### src/rtl/memshare_pkg.sv
// Shared memShare scheduler definitions: bank-count defaults and the
// occupancy encoding used by the request-buffering blocks.
package memshare_pkg;

  localparam int ONEHOT_CODE_LEN_DEF = 4;
  localparam int BIN_CODE_LEN_DEF    = 2;

  typedef enum logic [1:0] {
    OCC_EMPTY = 2'b00,
    OCC_ONE   = 2'b01,
    OCC_FULL  = 2'b10
  } occ_state_e;

endpackage : memshare_pkg

### src/rtl/memShare_bin2onehot.sv
// Binary bank index to one-hot bank select; inverse of the memShare
// onehot-to-binary converter for every in-range index.
module memShare_bin2onehot #(
  parameter int ONEHOT_CODE_LEN = memshare_pkg::ONEHOT_CODE_LEN_DEF,
  parameter int BIN_CODE_LEN    = memshare_pkg::BIN_CODE_LEN_DEF
) (
  input  logic [BIN_CODE_LEN-1:0]    bin_i,
  output logic [ONEHOT_CODE_LEN-1:0] onehot_o
);

  // Out-of-range indices decode to all-zero rather than aliasing a bank.
  always_comb begin
    // NOTE: default assigned first so no path through this block can infer a latch.
    onehot_o = '0;
    for (int i = 0; i < ONEHOT_CODE_LEN; i++) begin
      if (bin_i == BIN_CODE_LEN'(i)) onehot_o[i] = 1'b1;
    end
  end

endmodule : memShare_bin2onehot

### src/rtl/memshare_bin2onehot_dispatch.sv
// Two-entry request buffer that turns binary bank indices into one-hot bank
// selects for the shared column-bank arbiter, dropping out-of-range indices.
module memshare_bin2onehot_dispatch
  import memshare_pkg::*;
#(
  parameter int ONEHOT_CODE_LEN = ONEHOT_CODE_LEN_DEF,
  parameter int BIN_CODE_LEN    = BIN_CODE_LEN_DEF,
  parameter int CNT_WIDTH       = 16
) (
  input  logic                       sys_clk,
  input  logic                       rst,
  input  logic [BIN_CODE_LEN-1:0]    bin_i,
  input  logic                       bin_valid_i,
  output logic                       bin_ready_o,
  output logic [ONEHOT_CODE_LEN-1:0] onehot_o,
  output logic                       onehot_valid_o,
  input  logic                       onehot_ready_i,
  output logic                       range_err_o,
  output logic [CNT_WIDTH-1:0]       rqst_cnt_o
);

  localparam logic [BIN_CODE_LEN:0] NUM_BANKS = (BIN_CODE_LEN + 1)'(ONEHOT_CODE_LEN);

  occ_state_e                  state_q, state_d;
  logic [BIN_CODE_LEN-1:0]     mem_q [2];
  logic                        wr_ptr_q, rd_ptr_q;
  logic                        range_err_q;
  logic [CNT_WIDTH-1:0]        cnt_q;

  logic                        push, pop, in_range, store;
  logic [ONEHOT_CODE_LEN-1:0]  head_onehot;

  // Ready and valid come only from the registered state, so there is no
  // combinational path from onehot_ready_i back to bin_ready_o.
  assign bin_ready_o    = (state_q != OCC_FULL);
  assign onehot_valid_o = (state_q != OCC_EMPTY);

  assign push     = bin_valid_i && bin_ready_o;
  assign pop      = onehot_valid_o && onehot_ready_i;
  assign in_range = ({1'b0, bin_i} < NUM_BANKS);
  assign store    = push && in_range;

  always_comb begin
    state_d = state_q;
    unique case (state_q)
      OCC_EMPTY: if (store) state_d = OCC_ONE;
      OCC_ONE: begin
        if (store && !pop)      state_d = OCC_FULL;
        else if (pop && !store) state_d = OCC_EMPTY;
      end
      OCC_FULL:  if (pop) state_d = OCC_ONE;
      default:   state_d = OCC_EMPTY;
    endcase
  end

  always_ff @(posedge sys_clk) begin
    if (rst) begin
      state_q     <= OCC_EMPTY;
      wr_ptr_q    <= 1'b0;
      rd_ptr_q    <= 1'b0;
      range_err_q <= 1'b0;
      cnt_q       <= '0;
    end else begin
      // NOTE: non-blocking assignments so every register samples pre-edge values.
      state_q     <= state_d;
      range_err_q <= push && !in_range;
      if (store) wr_ptr_q <= ~wr_ptr_q;
      if (pop) begin
        rd_ptr_q <= ~rd_ptr_q;
        cnt_q    <= cnt_q + CNT_WIDTH'(1);
      end
    end
  end

  // NOTE: entry storage has no reset; the occupancy state alone says which entries are live.
  always_ff @(posedge sys_clk) begin
    if (store) mem_q[wr_ptr_q] <= bin_i;
  end

  memShare_bin2onehot #(
    .ONEHOT_CODE_LEN (ONEHOT_CODE_LEN),
    .BIN_CODE_LEN    (BIN_CODE_LEN)
  ) u_bin2onehot (
    .bin_i    (mem_q[rd_ptr_q]),
    .onehot_o (head_onehot)
  );

  assign onehot_o    = onehot_valid_o ? head_onehot : '0;
  assign range_err_o = range_err_q;
  assign rqst_cnt_o  = cnt_q;

endmodule : memshare_bin2onehot_dispatch

### config.mk
export PLATFORM = sky130hd
export DESIGN_NAME = memshare_bin2onehot_dispatch
export DESIGN_NICKNAME = d
export VERILOG_FILES = /design/src/rtl/memshare_pkg.sv /design/src/rtl/memShare_bin2onehot.sv /design/src/rtl/memshare_bin2onehot_dispatch.sv
export SDC_FILE = /design/constraint.sdc
export NUM_CORES = 1
export LEC_CHECK = 0
export CORE_MARGIN = 1.5
export CORE_UTILIZATION = 64
export CTS_BUF_LIST = sky130_fd_sc_hd__clkbuf_4
export DETAILED_ROUTE_END_ITERATION = 8
export DONT_BUFFER_PORTS = 1
export GPL_TIMING_DRIVEN = 0
export PLACE_DENSITY_LB_ADDON = 0.25
export REMOVE_ABC_BUFFERS = 1
export SLEW_MARGIN = 20
export SYNTH_ARGS = -nofsm -noshare
export SYNTH_HDL_FRONTEND = slang
export SYNTH_HIERARCHICAL = 1
export SYNTH_SLANG_ARGS = --single-unit
### constraint.sdc
create_clock -name sys_clk -period 1.78 [get_ports sys_clk]
set_input_delay 0.178 -clock sys_clk [delete_from_list [all_inputs] [get_ports sys_clk]]
set_output_delay 0.178 -clock sys_clk [all_outputs]
set_load 0.02 [all_outputs]
== After elaboration in Yosys (flattened, before gate mapping) ==
Memory sizes are Yosys's and may differ from the RTL's. A register that Yosys moved wholly into a read port is not among the register bits.
Cells that the tools add are included.

* Bitwise logic cells: 2
* Mux-type cells: 14
* Add/subtract/negate cells: 1
* Shifts and indexed selects: 0
* Multipliers: 0
* Div/mod/pow operators: 0
* Order comparisons: 0
* Equal/unequal tests: 9
* Reductions and logical operators: 10

{| class="wikitable"
|+ Operator list
! cell !! number
|-
| $add A16 B1 Y16 const B || 1
|-
| $mux W1 || 8
|-
| $mux W2 || 4
|-
| $eq A2 B2 Y1 const B || 3
|-
| $ne A2 B2 Y1 const B || 3
|-
| $pmux W2 S3 || 1
|-
| $eq A2 B1 Y1 const B || 2
|-
| $logic_and A1 B1 Y1 || 4
|-
| $logic_not A2 Y1 || 2
|-
| $mux W4 || 1
|-
| $ne A3 B3 Y1 const B || 1
|-
| $reduce_and A3 Y1 || 1
|-
| $logic_not A1 Y1 || 2
|-
| $not A1 Y1 || 2
|-
| $reduce_bool A2 Y1 || 1
|}

* Bits in latches: 0
* Bits in registers: 20
* ROM bits: 0
* Word-level logic and storage cells: 41
* Input port bits: 6
* Memories: 1
* Bits in writable memories: 4
* Output and inout bits: 23

{| class="wikitable"
|+ Memories
! name !! words !! width !! read ports !! clocked after memory_dff !! wr ports !! RTL line !! source
|-
| mem_q || 2 || 2 || 1 || 1 || 1 || memshare_bin2onehot_dispatch.sv:25 || <nowiki>logic [BIN_CODE_LEN-1:0] mem_q [2];</nowiki>
|}

== Logic depth before layout (Yosys ltp) ==
Gate-level depths: netlist of run 1.

* Depth in word-level cells: 7
* Depth in mapped cells: 6
* Mapped depth without buffers: 5

== Hierarchy ==
Netlist of run 1, hierarchy kept.

{| class="wikitable"
|+ Modules (own cells, without submodules)
! module !! area each (um^2) !! instances !! cells each
|-
| memshare_bin2onehot_dispatch || 1,149.9 || 1 || 120
|-
| memShare_bin2onehot || 26.3 || 1 || 4
|}

== Worst setup path after synthesis of run 1 ==
Ideal clock, no wire load.

* Kind: register to register
* Start: register cnt_q[2] (netlist: rqst_cnt_o[2])
* End: register cnt_q[15] (netlist: rqst_cnt_o[15])
* Data arrival time: 1,625 ps
* Slack: 84 ps
* Library setup time: 71 ps
* Data required time: 1,709 ps
* Stages on the path, launching flop included: 6
* Period minus slack after synthesis: 1,696 ps
* Cells stage by stage: dfxtp_1 nand3_1 or2_1 buf_6 or4_1 a21oi_1

* Cells in the longest elaborated chain, start to end: 1

{| class="wikitable"
|+ RTL lines
! what !! RTL line !! source
|-
| from (decl) || memshare_bin2onehot_dispatch.sv:28 || <nowiki>logic [CNT_WIDTH-1:0] cnt_q;</nowiki>
|-
| from (signal assigned) || memshare_bin2onehot_dispatch.sv:70 || <nowiki>cnt_q <= cnt_q + CNT_WIDTH'(1);</nowiki>
|-
| $add A16 B1 Y16 || memshare_bin2onehot_dispatch.sv:70 ||
|}

Every way passes these cells.
A chain may end at the register's enable or synchronous reset.

== Final worst setup path of run 1 ==
Same ends and word-level chain as after synthesis.

==> results.cfg, run 1 <==
[grt]
track_usage_pct = 21.8
grt_pass1_wl_mm = 3.19
grt_max_degree = 21
antenna_found_initial = 0
globalRouteOverflowTotal = 0
grt_pass1_vias = 767

[yosys]
synth_seq_cells = 25
yosysWarnings = 6
syn_area_per_cell_um2 = 9.48
synth.cell_area_mm2 = 0.00118
synth_edf_count = 4
yosys_most_used_dff = dfxtp_1
async_reset_ff_share_pct = 0
ys_types = 37
synth-seq-area-share_pct = 46.0
synth_cells = 124

[power_and_ir_drop]
power_density_mw_per_mm2 = 747
ir_drop_v = 0.000486
p_leak_uw = 0.000442
p_total_uw = 951

[floorplan]
rows = 15
die-area_mm2 = 0.00210
pin_count = 29
die_h_um = 45.9
initial_core_util_pct = 68.1
core_region_area_mm2 = 0.00173
die_x_um = 45.9

[routing]
totalWireLength_mm = 2.21
vias = 868
drt-vias-per-instance = 5.75
drt-initial-drc-count = 13
wl_per_cell_um = 14.6
dr.pass1.iters = 4
drc = 0
ant_nets = 0

[sta]
fin_ws_ps = 70.1
worstMarginPinSlew_ps = 700
rsz0062_at_grt = true
finalSetupViolations = 0
relSlewSlack_pct = 53.2
slew_viol_final = 0
max_clock_freq_mhz = 585
period_share_pct = 96.1
hold_violations = 0
fin_worst_skew_ps = 18.3
hold_ws_ps = 80.1
period_needed_ps = 1710

[hold_path]
min_path_type = input pin to register
holdPathStages = 2

[worst_setup_path]
critical_path_class = register to register
end_kind = register
cp.required_ps = 2040
start_kind = register
crit_arrival_ps = 1970
slowest_delay_ps = 520
critical-path-slowest-cell = or4_1
r2r_cells = 4
crit_fanout = 7
crit_chain = nand3_1 > or2_1 > or4_1 > a21oi_1

[layout]
final_area_mm2 = 0.00127
drive_gt1_share_pct = 20.6
fin_cells = 151
syn_to_final_growth_pct = 8.19
nets = 134
diodes = 0

[clocking]
clock_latency_ps = 320
cts.sinks = 25
root_buffer = clkbuf_4
clk_pin_slew_worst_paths_ps = 150
cts_tree = done
htreeDepth = 1
clockBufferDepth = 2
numCtsBuffers = 3

[place]
place_congestion = 0.746
dpl.hpwl_mm = 1.45
dp.cells = 142
dp_slack_ps = -62.2
port_buffers = 0
dpl_cell_area_mm2 = 0.00115

[status]
outcome = finished clean

[flow_run]
maxCapViolCount = 0
==> registers in the layout, indices dropped and copies added (netlist names), named ones only <==
name / cells
rqst_cnt_o: 16
rd_ptr_q: 1
wr_ptr_q: 1
state_q: 2
mem_q: 4
==> worst paths after layout <==
check / from / endpoint / slack (ps)
min reg2reg: rd_ptr_q / rd_ptr_q / 530
max reg2reg: rqst_cnt_o[2] / rqst_cnt_o[15] / 70
min: rst / rqst_cnt_o[12] / 80
max: rqst_cnt_o[2] / rqst_cnt_o[15] / 70
==> metrics by stage <==
| step | TNS, ps | utilization [%] |
|---|---|---|
| 2_1_floorplan | 0 | - |
| 3_3_place_gp | 0 | 66.4 |
| 3_5_place_dp | -62.2 | 66.4 |
| 4_1_cts | 0 | 71.1 |
| 5_1_grt | -8.43 | 73.7 |
| 6_report | 0 | 73.7 |
==> placed cells by master (no fill, tap or decap), drive strengths merged, types with 4 or more instances in the layout <==
cell,count
xnor2,5
a21oi,5
dlygate4sd3,5
nand3,4
nor2b,6
nor2,20
xor2,7
dfxtp,21
nand2,7
o21ai,4
edfxtp,4
==> cells in the mapped netlist (all sizes together) (4+ instances only) <==
cell | instances | area (um^2)
dfxtp | 21 | 420
nor2 | 20 | 75.1
nand2 | 7 | 26.3
xor2 | 7 | 61.3
nor2b | 6 | 37.5
a21oi | 5 | 25.0
buf | 5 | 52.6
xnor2 | 5 | 43.8
edfxtp | 4 | 120
nand3 | 4 | 20.0
o21ai | 4 | 31.3
==> layer usage <==
layer / track usage (%) / up-vias / routed length, um
li1: - / 432 / -
met2: 37.5 / 23 / 1140
met1: 24.3 / 409 / 913
met5: 0 / - / 0
met4: 9.14 / 0 / 31
met3: 7.14 / 4 / 123
==> kinds of logic (layout without fill, tap and decap cells) <==
logic type,count (synthesis),count (layout),share of synthesized area [%]
simple gates,57,57,24.9
flops,25,25,46.0
compound gates,14,14,8.51
xor+xnor,12,12,8.94
buf+inv,9,11,5.75
mux,5,5,4.57
fa+ha+maj,1,1,1.06
other cells,1,1,0.319
==> worst max-delay path, delay by kind of cell (launching register included) <==
| kind | cells | cell delay, ps |
|---|---|---|
| AOI/OAI and AO/OA | 1 | 170 |
| DFF | 1 | 440 |
| and+or+nand+nor | 3 | 1030 |
==> what timing repair did <==
action                                  CTS  global route
endpoints found under the hold margin    24             1
buffers inserted                          0             0
gates resized for setup                   9            16
endpoints found under the setup margin    1             4
gates cloned                              0             0
pin swaps                                 0             0
hold buffers                              4             1
==> power by group <==
group          internal, uW  switching [uW]  total, uW
logic                  41.9            52.0       93.9
registers               582            19.4        601
clock network          87.3             169        256
total                   711             240        951
==> final cells by class <==
cell class                 instances  area (um^2)
fill                             147          454
sequential                        25          579
tap                               25         31.3
timing repair buffer               5         50.0
inverter                           2         7.51
clock inverter                     1         6.26
clock buffer                       3         22.5
multi-input combinational         90          576
No activity file was read; power rests on OpenSTA's default activity.
==> inputs of run 2 (changes only) <==
Settings changed: CAP_MARGIN set to 20, PLACE_DENSITY set to 0.8, PLACE_DENSITY_LB_ADDON 0.25 to unset.
==> results of run 2 <==
Final layout, timing and power as in run 1 (identical DEF).
